[src/rtl/i2s_stream_codec_if.sv]
// i2s_stream_codec_if: the two host-side AXI-Stream channels of the I2S bridge.
//   from_host_* carries playback frames {left, right} into the codec bridge.
//   to_host_*   carries recorded frames {left, right} back to the host.
// The master modport is the host/DMA side; the slave modport is the bridge.
interface i2s_stream_codec_if #(
  parameter int SAMPLE_W = 16
);

  logic [2*SAMPLE_W-1:0] from_host_audio_tdata;
  logic                  from_host_audio_tvalid;
  logic                  from_host_audio_tready;

  logic [2*SAMPLE_W-1:0] to_host_audio_tdata;
  logic                  to_host_audio_tvalid;
  logic                  to_host_audio_tready;

  modport master (
    output from_host_audio_tdata,
    output from_host_audio_tvalid,
    input  from_host_audio_tready,
    input  to_host_audio_tdata,
    input  to_host_audio_tvalid,
    output to_host_audio_tready
  );

  modport slave (
    input  from_host_audio_tdata,
    input  from_host_audio_tvalid,
    output from_host_audio_tready,
    output to_host_audio_tdata,
    output to_host_audio_tvalid,
    input  to_host_audio_tready
  );

endinterface

[src/rtl/i2s_stream_codec.sv]
// i2s_stream_codec: bridge between AXI-Stream host channels and an external
// I2S codec that masters BCLK/LRCLK. Whole stereo frames are buffered in a
// playback FIFO and a record FIFO; underruns and overruns are counted.
//
// Optional build macro I2S_STREAM_CODEC_LOOPBACK_EN adds a 'loopback' input.
// When it is latched high (at a left-slot start), completed record frames are
// pushed into the playback FIFO instead of the record FIFO, the host playback
// input is held off and the host record output stays idle.
module i2s_stream_codec #(
  parameter int SAMPLE_W   = 16,
  parameter int FIFO_DEPTH = 4,
  parameter int MCLK_DIV   = 4
) (
  input  logic        ap_clk,
  input  logic        ap_rst_n,
  output logic        audio_mclk,
  input  logic        audio_bclk,
  input  logic        audio_lrclk,
  input  logic        audio_adc,
  output logic        audio_dac,
`ifdef I2S_STREAM_CODEC_LOOPBACK_EN
  input  logic        loopback,
`endif
  output logic [15:0] underrun_count,
  output logic [15:0] overrun_count,
  i2s_stream_codec_if.slave axis
);

  localparam int FRAME_W = 2 * SAMPLE_W;
  localparam int AW      = $clog2(FIFO_DEPTH);
  localparam int PTR_W   = AW + 1;
  localparam int CNT_W   = $clog2(SAMPLE_W + 1);
  localparam int HALF    = MCLK_DIV / 2;
  localparam int MCNT_W  = (HALF > 1) ? $clog2(HALF) : 1;

  // ---------------------------------------------------------------------------
  // Declarations
  // ---------------------------------------------------------------------------
  logic [MCNT_W-1:0]   mclkCnt_q;
  logic                mclk_q;

  logic [2:0]          bclkSync_q;
  logic [1:0]          lrclkSync_q;
  logic [1:0]          adcSync_q;
  logic                lrclkPrev_q;
  logic                bclkRise;
  logic                bclkFall;
  logic                lrclkNow;
  logic                adcNow;
  logic                leftStart;
  logic                rightStart;

  logic                run_q;
  logic                loopActive;

  logic [FRAME_W-1:0]  pbMem_q [FIFO_DEPTH];
  logic [PTR_W-1:0]    pbWr_q, pbWr_d;
  logic [PTR_W-1:0]    pbRd_q, pbRd_d;
  logic                pbFull, pbEmpty;
  logic                pbHostPush, pbLoopPush, pbPush, pbPop;
  logic [FRAME_W-1:0]  pbPushData;
  logic [FRAME_W-1:0]  pbFetch;

  logic [SAMPLE_W-1:0] holdRight_q;
  logic [SAMPLE_W-1:0] dacShift_q;
  logic                dac_q;

  logic [CNT_W-1:0]    bitCnt_q;
  logic                recSlot_q;
  logic                frameOk_q;
  logic [SAMPLE_W-2:0] recShift_q;
  logic [SAMPLE_W-1:0] recShiftNext;
  logic [SAMPLE_W-1:0] recLeft_q;
  logic                recBitStep;
  logic                recDone;
  logic                recRightDone;
  logic [FRAME_W-1:0]  recFrame;

  logic [FRAME_W-1:0]  recMem_q [FIFO_DEPTH];
  logic [PTR_W-1:0]    recWr_q, recWr_d;
  logic [PTR_W-1:0]    recRd_q, recRd_d;
  logic                recFull, recEmpty;
  logic                recPushReq, recPush, recPop;

  logic [15:0]         underrun_q, underrun_d;
  logic [15:0]         overrun_q, overrun_d;
  logic                underrunEvent, overrunEvent;

  // ---------------------------------------------------------------------------
  // Codec master clock
  // ---------------------------------------------------------------------------

  // Free-running divider: toggle MCLK every MCLK_DIV/2 ap_clk cycles.
  always_ff @(posedge ap_clk) begin
    if (!ap_rst_n) begin
      mclkCnt_q <= '0;
      mclk_q    <= 1'b0;
    end else if (mclkCnt_q == MCNT_W'(HALF - 1)) begin
      mclkCnt_q <= '0;
      mclk_q    <= ~mclk_q;
    end else begin
      mclkCnt_q <= mclkCnt_q + MCNT_W'(1);
    end
  end

  assign audio_mclk = mclk_q;

  // ---------------------------------------------------------------------------
  // Input synchronisers and I2S slot detection
  // ---------------------------------------------------------------------------

  // Two flops per asynchronous codec pin; a third bclk stage feeds edge detect.
  // lrclkPrev is the word select seen at the previous BCLK rise.
  always_ff @(posedge ap_clk) begin
    if (!ap_rst_n) begin
      bclkSync_q  <= '0;
      lrclkSync_q <= '0;
      adcSync_q   <= '0;
      lrclkPrev_q <= 1'b0;
    end else begin
      bclkSync_q  <= {bclkSync_q[1:0], audio_bclk};
      lrclkSync_q <= {lrclkSync_q[0], audio_lrclk};
      adcSync_q   <= {adcSync_q[0], audio_adc};
      if (bclkRise) begin
        lrclkPrev_q <= lrclkNow;
      end
    end
  end

  // After reset a high BCLK may look like one rise; since lrclkPrev resets to
  // 0 that can only produce a right start, which never pushes (frameOk is 0).
  assign bclkRise   = bclkSync_q[1] & ~bclkSync_q[2];
  assign bclkFall   = ~bclkSync_q[1] & bclkSync_q[2];
  assign lrclkNow   = lrclkSync_q[1];
  assign adcNow     = adcSync_q[1];
  assign leftStart  = bclkRise & ~lrclkNow & lrclkPrev_q;
  assign rightStart = bclkRise & lrclkNow & ~lrclkPrev_q;

  // Marks the first cycle after reset release so host ready stays low in reset.
  always_ff @(posedge ap_clk) begin
    if (!ap_rst_n) begin
      run_q <= 1'b0;
    end else begin
      run_q <= 1'b1;
    end
  end

`ifdef I2S_STREAM_CODEC_LOOPBACK_EN
  logic loopActive_q;

  // Loopback mode only changes at a frame boundary so frames are never split.
  always_ff @(posedge ap_clk) begin
    if (!ap_rst_n) begin
      loopActive_q <= 1'b0;
    end else if (leftStart) begin
      loopActive_q <= loopback;
    end
  end

  assign loopActive = loopActive_q;
`else
  assign loopActive = 1'b0;
`endif

  // ---------------------------------------------------------------------------
  // Record capture
  // ---------------------------------------------------------------------------
  assign recShiftNext = {recShift_q, adcNow};
  assign recBitStep   = bclkRise & ~leftStart & ~rightStart & (bitCnt_q != '0);
  assign recDone      = recBitStep & (bitCnt_q == CNT_W'(1));
  assign recRightDone = recDone & recSlot_q & frameOk_q;
  assign recFrame     = {recLeft_q, recShiftNext};

  // Shift ADC bits MSB-first after each slot start; a complete left slot arms
  // frameOk, a slot cut short by LRCLK disarms it so the frame is discarded.
  always_ff @(posedge ap_clk) begin
    if (!ap_rst_n) begin
      bitCnt_q   <= '0;
      recSlot_q  <= 1'b0;
      frameOk_q  <= 1'b0;
      recShift_q <= '0;
      recLeft_q  <= '0;
    end else if (leftStart || rightStart) begin
      bitCnt_q  <= CNT_W'(SAMPLE_W);
      recSlot_q <= rightStart;
      if (leftStart || (bitCnt_q != '0)) begin
        frameOk_q <= 1'b0;
      end
    end else if (recBitStep) begin
      recShift_q <= recShiftNext[SAMPLE_W-2:0];
      bitCnt_q   <= bitCnt_q - CNT_W'(1);
      if (recDone && !recSlot_q) begin
        recLeft_q <= recShiftNext;
        frameOk_q <= 1'b1;
      end
    end
  end

  // ---------------------------------------------------------------------------
  // Record FIFO (towards host)
  // ---------------------------------------------------------------------------
  assign recFull    = (recWr_q[AW-1:0] == recRd_q[AW-1:0]) && (recWr_q[AW] != recRd_q[AW]);
  assign recEmpty   = (recWr_q == recRd_q);
  assign recPop     = axis.to_host_audio_tvalid & axis.to_host_audio_tready;
  assign recPushReq = recRightDone & ~loopActive;
  assign recPush    = recPushReq & (~recFull | recPop);

  assign axis.to_host_audio_tvalid = ~recEmpty & ~loopActive;
  assign axis.to_host_audio_tdata  = axis.to_host_audio_tvalid ? recMem_q[recRd_q[AW-1:0]] : '0;

  // Record FIFO pointer next-state.
  always_comb begin
    recWr_d = recWr_q;
    recRd_d = recRd_q;
    if (recPush) begin
      recWr_d = recWr_q + PTR_W'(1);
    end
    if (recPop) begin
      recRd_d = recRd_q + PTR_W'(1);
    end
  end

  // Record FIFO pointers; reset flushes the buffer.
  always_ff @(posedge ap_clk) begin
    if (!ap_rst_n) begin
      recWr_q <= '0;
      recRd_q <= '0;
    end else begin
      recWr_q <= recWr_d;
      recRd_q <= recRd_d;
    end
  end

  // Record FIFO storage.
  always_ff @(posedge ap_clk) begin
    if (recPush) begin
      recMem_q[recWr_q[AW-1:0]] <= recFrame;
    end
  end

  // ---------------------------------------------------------------------------
  // Playback FIFO (from host, or from record path in loopback)
  // ---------------------------------------------------------------------------
  assign pbFull     = (pbWr_q[AW-1:0] == pbRd_q[AW-1:0]) && (pbWr_q[AW] != pbRd_q[AW]);
  assign pbEmpty    = (pbWr_q == pbRd_q);
  assign pbPop      = leftStart & ~pbEmpty;
  assign pbHostPush = axis.from_host_audio_tvalid & axis.from_host_audio_tready;
  assign pbLoopPush = recRightDone & loopActive;
  assign pbPush     = pbHostPush | (pbLoopPush & (~pbFull | pbPop));
  assign pbPushData = loopActive ? recFrame : axis.from_host_audio_tdata;
  assign pbFetch    = pbEmpty ? '0 : pbMem_q[pbRd_q[AW-1:0]];

  assign axis.from_host_audio_tready = run_q & ~pbFull & ~loopActive;

  // Playback FIFO pointer next-state.
  always_comb begin
    pbWr_d = pbWr_q;
    pbRd_d = pbRd_q;
    if (pbPush) begin
      pbWr_d = pbWr_q + PTR_W'(1);
    end
    if (pbPop) begin
      pbRd_d = pbRd_q + PTR_W'(1);
    end
  end

  // Playback FIFO pointers; reset flushes the buffer.
  always_ff @(posedge ap_clk) begin
    if (!ap_rst_n) begin
      pbWr_q <= '0;
      pbRd_q <= '0;
    end else begin
      pbWr_q <= pbWr_d;
      pbRd_q <= pbRd_d;
    end
  end

  // Playback FIFO storage.
  always_ff @(posedge ap_clk) begin
    if (pbPush) begin
      pbMem_q[pbWr_q[AW-1:0]] <= pbPushData;
    end
  end

  // ---------------------------------------------------------------------------
  // Playback serialiser
  // ---------------------------------------------------------------------------

  // Fetch a frame at each left start (zeros if starved), load the slot's
  // sample at each slot start, and drive one bit per BCLK fall so the MSB
  // lands one bit after the LRCLK transition; trailing slot bits are zero.
  always_ff @(posedge ap_clk) begin
    if (!ap_rst_n) begin
      holdRight_q <= '0;
      dacShift_q  <= '0;
      dac_q       <= 1'b0;
    end else if (leftStart) begin
      holdRight_q <= pbFetch[SAMPLE_W-1:0];
      dacShift_q  <= pbFetch[FRAME_W-1:SAMPLE_W];
    end else if (rightStart) begin
      dacShift_q <= holdRight_q;
    end else if (bclkFall) begin
      dac_q      <= dacShift_q[SAMPLE_W-1];
      dacShift_q <= {dacShift_q[SAMPLE_W-2:0], 1'b0};
    end
  end

  assign audio_dac = dac_q;

  // ---------------------------------------------------------------------------
  // Saturating error counters
  // ---------------------------------------------------------------------------
  assign underrunEvent = leftStart & pbEmpty;
  assign overrunEvent  = (recPushReq & recFull & ~recPop) |
                         (pbLoopPush & pbFull & ~pbPop);

  // Counter next-state with saturation at all-ones.
  always_comb begin
    underrun_d = underrun_q;
    overrun_d  = overrun_q;
    if (underrunEvent && (underrun_q != 16'hFFFF)) begin
      underrun_d = underrun_q + 16'd1;
    end
    if (overrunEvent && (overrun_q != 16'hFFFF)) begin
      overrun_d = overrun_q + 16'd1;
    end
  end

  // Counter registers.
  always_ff @(posedge ap_clk) begin
    if (!ap_rst_n) begin
      underrun_q <= '0;
      overrun_q  <= '0;
    end else begin
      underrun_q <= underrun_d;
      overrun_q  <= overrun_d;
    end
  end

  assign underrun_count = underrun_q;
  assign overrun_count  = overrun_q;

endmodule
[src/flat_wrapper.sv]
// flat-port wrapper written by rule: the top's interface ports become plain ports
module i2s_stream_codec_flat 
#(
  parameter int SAMPLE_W   = 16,
  parameter int FIFO_DEPTH = 4,
  parameter int MCLK_DIV   = 4
)
  (ap_clk, ap_rst_n, audio_mclk, audio_bclk, audio_lrclk, audio_adc, audio_dac, underrun_count, overrun_count, axis_from_host_audio_tdata, axis_from_host_audio_tvalid, axis_from_host_audio_tready, axis_to_host_audio_tdata, axis_to_host_audio_tvalid, axis_to_host_audio_tready);
  i2s_stream_codec_if #(.SAMPLE_W(SAMPLE_W)) axis_i ();
  input  logic ap_clk;
  input  logic ap_rst_n;
  output logic audio_mclk;
  input  logic audio_bclk;
  input  logic audio_lrclk;
  input  logic audio_adc;
  output logic audio_dac;
  output logic [15:0] underrun_count;
  output logic [15:0] overrun_count;
  input wire logic [$bits(axis_i.from_host_audio_tdata)-1:0] axis_from_host_audio_tdata;
  input wire logic [$bits(axis_i.from_host_audio_tvalid)-1:0] axis_from_host_audio_tvalid;
  output wire logic [$bits(axis_i.from_host_audio_tready)-1:0] axis_from_host_audio_tready;
  output wire logic [$bits(axis_i.to_host_audio_tdata)-1:0] axis_to_host_audio_tdata;
  output wire logic [$bits(axis_i.to_host_audio_tvalid)-1:0] axis_to_host_audio_tvalid;
  input wire logic [$bits(axis_i.to_host_audio_tready)-1:0] axis_to_host_audio_tready;
  assign axis_i.from_host_audio_tdata = axis_from_host_audio_tdata;
  assign axis_i.from_host_audio_tvalid = axis_from_host_audio_tvalid;
  assign axis_from_host_audio_tready = axis_i.from_host_audio_tready;
  assign axis_to_host_audio_tdata = axis_i.to_host_audio_tdata;
  assign axis_to_host_audio_tvalid = axis_i.to_host_audio_tvalid;
  assign axis_i.to_host_audio_tready = axis_to_host_audio_tready;
  i2s_stream_codec #(.SAMPLE_W(SAMPLE_W), .FIFO_DEPTH(FIFO_DEPTH), .MCLK_DIV(MCLK_DIV)) u_core (.ap_clk(ap_clk), .ap_rst_n(ap_rst_n), .audio_mclk(audio_mclk), .audio_bclk(audio_bclk), .audio_lrclk(audio_lrclk), .audio_adc(audio_adc), .audio_dac(audio_dac), .underrun_count(underrun_count), .overrun_count(overrun_count), .axis(axis_i));
endmodule
[config.mk]
export PLATFORM = sky130hd
export DESIGN_NAME = i2s_stream_codec_flat
export DESIGN_NICKNAME = d
export VERILOG_FILES = /design/src/rtl/i2s_stream_codec_if.sv /design/src/rtl/i2s_stream_codec.sv /design/src/flat_wrapper.sv
export SDC_FILE = /design/constraint.sdc
export NUM_CORES = 1
export LEC_CHECK = 0
export ABC_AREA = 1
export CAP_MARGIN = 15
export CORE_MARGIN = 2
export CORE_UTILIZATION = 40
export DETAILED_ROUTE_END_ITERATION = 6
export GPL_TIMING_DRIVEN = 0
export SETUP_SLACK_MARGIN = 0.02
export SYNTH_ARGS = -nofsm -noshare
export SYNTH_HDL_FRONTEND = slang
export SYNTH_SLANG_ARGS = --single-unit
[constraint.sdc]
create_clock -name ap_clk -period 3.2 [get_ports ap_clk]
set_input_delay 0.32 -clock ap_clk [delete_from_list [all_inputs] [get_ports ap_clk]]
set_output_delay 0.32 -clock ap_clk [all_outputs]
set_load 0.02 [all_outputs]
==> run_results.csv <==
group,metric,value,unit
layout,drive_gt1_frac,0.08304,
worst_setup_path,rr_worst_depth,8,
drt,wl,37210,um
drt,drc_errors,0,
worst_setup_path,slowest_stage,"clkdlybuf4s50_1",
worst_setup_path,worstPathArrival,2.68,ns
logic_synthesis,synth_top_area_cell,"edfxtp_1",
power_and_ir_drop,ir_drop,362.8,uV
place,io_buffers,106,
grt,grt_pass1_vias,11030,
die,die_h,202.2,um
grt,overflow,0,
logic_synthesis,synth_top_cell_area_share,0.4895,
grt,antenna_found_initial,0,
timing,fmax,332.9,MHz
worst_setup_path,rr_endpoint,"u_core.recMem_q[0][22]",
worst_setup_path,path_cells,"inv_1, nand2_1, nand2_1, a21oi_1, inv_1, or2_4, clkbuf_2, nand2_1, inv_1, clkdlybuf4s50_1",
worst_setup_path,worstSetupStartpoint,"u_core.recWr_q[0]",
timing,skew,0.02241,ns
worst_hold_path,hold_path.class,"input port to register",
logic_synthesis,synth_nets,1601,
clocking,cts-root-buf,"clkbuf_16",
power_and_ir_drop,leakagePower,6.896,nW
logic_synthesis,synth_edf_count,256,
worst_setup_path,endpoint_kind,"output pin",
place,hpwl,25060,um
timing,report.final.setup_viol,0,
power_and_ir_drop,powerDensity,530.5,nW/um2
drt,dr.pass1.iters,5,
drt,first_iter_violations,697,
clocking,cts_setup_buffers,0,
logic_synthesis,synth_warnings,0,
logic_synthesis,yosysSeqAreaShare,0.6552,
flow_run,maxCapViolCount,0,
clocking,clock_latency,0.55,ns
place,place.gp.congestion,0.8380,
logic_synthesis,avgSynthCellArea,10.15,um2
logic_synthesis,netlist_area,15710,um2
clocking,clock_path_buffers,3,
clocking,cts_tree,"done",
grt,grt_usage,0.1825,
die,dieArea,40860,um2
worst_setup_path,critPathCapture,"axis_to_host_audio_tdata[2]",
worst_setup_path,crit_cells,10,
timing,fin_crit_sh,0.9388,
logic_synthesis,synthCells,1547,
grt,grt_pass1_wl,59040,um
worst_setup_path,cpPeakStageDelay,0.53,ns
drt,vias,11250,
timing,fin_crit,3.004,ns
drt,wl_per_cell,16.52,um
logic_synthesis,ys_types,38,
worst_setup_path,startpoint_type,"register",
logic_synthesis,async_flop_share,0,
drt,ant_nets,0,
layout,area_delta_synth_final,20.36,%
worst_setup_path,crit_fanout,10,
layout,num_antenna_cells,0,
worst_setup_path,critPathRequiredTime,2.88,ns
worst_setup_path,r2r-start,"u_core.bitCnt_q[0]",
die,rows,72,
grt,grt_max_degree,34,
drt,viasPerCell,4.994,
layout,nets,1755,
timing,drv_slew,0,
die,die_x,202.2,um
layout,final_area,18900,um2
clocking,clkTransAtPathRegs,0.06,ns
worst_setup_path,critPathBufInv,5,
clocking,cts.sinks,386,
timing,final_hold_viol_count,0,
timing,relSlewSlack,0.4177,
logic_synthesis,ys_top_cells_by_area,"edfxtp_1 (49%), dfxtp_1 (17%), nor2_1 (6.4%), nand2_1 (5.4%), inv_1 (3.6%)",
power_and_ir_drop,totalPowerFinal,10.03,mW
die,start_util,0.4054,
worst_setup_path,ff2ff_setup_slack,0.67,ns
clocking,ctsHtreeMaxLevel,2,
die,io_pins,107,
clocking,numCtsBuffers,42,
outcome,status,"complete, no violations",
logic_synthesis,synth-seq-cells,386,
worst_setup_path,crit_type,"register to output pin",
timing,worst_pin_slew,0.8722,ns
timing,rsz0062_at_grt,"no",
die,core_area,38740,um2
worst_setup_path,path_delay_family,"buffers and inverters",
logic_synthesis,dominantRegCellSynth,"edfxtp_1",
place,place_area,17630,um2
[per-layer routing]
metal | track usage | share of wire | vias up
li1 | - | - | 5576
met4 | 0.06491 | 0.028 | 0
met1 | 0.2277 | 0.42 | 5355
met2 | 0.3216 | 0.51 | 248
met3 | 0.02854 | 0.044 | 68
met5 | 0 | 0 | -
[layout make-up]
| cell class | count | area [um2] |
|---|---|---|
| fill | 3609 | 19830 |
| sequential | 386 | 10290 |
| multi-input combinational | 928 | 4558 |
| timing repair buffer | 113 | 1224 |
| clock buffer | 58 | 1149 |
| tap | 518 | 648.1 |
| inverter | 156 | 585.6 |
| buffer | 74 | 330.3 |
| clock inverter | 19 | 117.6 |
[where the power goes]
part | internal, mW | total (mW) | switching, mW
clock network | 2.53 | 4.42 | 1.89
registers | 5.34 | 5.36 | 0.0191
logic | 0.101 | 0.252 | 0.151
total | 7.97 | 10.0 | 2.06
[worst register-to-register path: stages (launching register included)]
cell,delay [ns]
dfxtp_1,0.37
inv_1,0.08
ha_1,0.20
nand3_1,0.14
nand3_2,0.15
nor3_4,0.22
nand2_1,0.28
nor2_4,0.54
buf_16,0.25
[state kept, by name (all words and copies together), names as in the netlist, 2 cells and up, named ones only]
name,count
u_core.pbMem_q,128
u_core.recMem_q,128
u_core.dacShift_q,16
u_core.holdRight_q,16
u_core.overrun_count,16
u_core.recLeft_q,16
u_core.underrun_count,16
u_core.recShift_q,15
u_core.bitCnt_q,5
u_core.bclkSync_q,3
u_core.pbRd_q,3
u_core.pbWr_q,3
u_core.recRd_q,3
u_core.recWr_q,3
u_core.adcSync_q,2
u_core.lrclkSync_q,2
[per-stage QoR]
stage	std cells	setup slack (ns)	TNS, ns	hold slack [ns]	utilization
after global routing	2252	0.02635	0	0.2497	0.4880
after detailed placement	2178	0.2465	0	0.3981	0.4551
after global placement	2171	-1.227	-216.30	0.4029	0.4495
after CTS	2253	0.008201	0	0.2306	0.4879
after floorplan	1547	0.2262	0	0.3477	-
final	2252	0.1957	0	0.2504	0.4880
[cell usage after synthesis, types with 15 or more instances]
cell / count
a21oi_1: 83
inv_1: 150
nand4_1: 20
nand2_1: 225
edfxtp_1: 256
dfxtp_1: 130
o21ai_0: 109
nor2_1: 266
clkbuf_1: 52
nand3_1: 67
o32ai_1: 32
ha_1: 15
o22ai_1: 47
[layout by cell type, fill, tap and decap left out, types with 13 or more instances in the layout]
cell	count
nand2_1	225
clkbuf_16	43
nand3_1	67
o32ai_1	32
clkbuf_1	50
o21ai_0	109
clkdlybuf4s50_1	106
ha_1	15
inv_1	149
clkbuf_2	13
buf_2	16
nand4_1	20
o22ai_1	47
nor2_1	259
or2_2	14
edfxtp_1	256
a21oi_1	83
dfxtp_1	129
[kinds of logic after synthesis]
logic type,count (synthesis),share of synthesized area
adders and majority gates,15,0.01195
AOI/OAI and AO/OA,276,0.09998
buffers and inverters,233,0.05808
and+or+nand+nor,618,0.1642
DFF,386,0.6552
xor gates and xnor gates,19,0.01060
[worst min-delay path by stage]
| stage | from | to | slack [ns] | cells past startpoint |
|---|---|---|---|---|
| floorplan | ap_rst_n | u_core.run_q | 0.35 | 0 |
| global placement | u_core.lrclkSync_q[0] | u_core.lrclkSync_q[1] | 0.40 | 2 |
| detailed placement | u_core.bclkSync_q[0] | u_core.bclkSync_q[1] | 0.40 | 2 |
| CTS | ap_rst_n | u_core.run_q | 0.23 | 1 |
| global route | ap_rst_n | u_core.run_q | 0.25 | 1 |
| finish | ap_rst_n | u_core.run_q | 0.25 | 1 |
[what timing repair did]
| action | CTS | global route |
|---|---|---|
| endpoints found under the setup margin | 33 | 32 |
| resized for setup | 8 | 10 |
| hold buffers | 0 | 0 |
No activity file was read; power rests on OpenSTA's default activity.
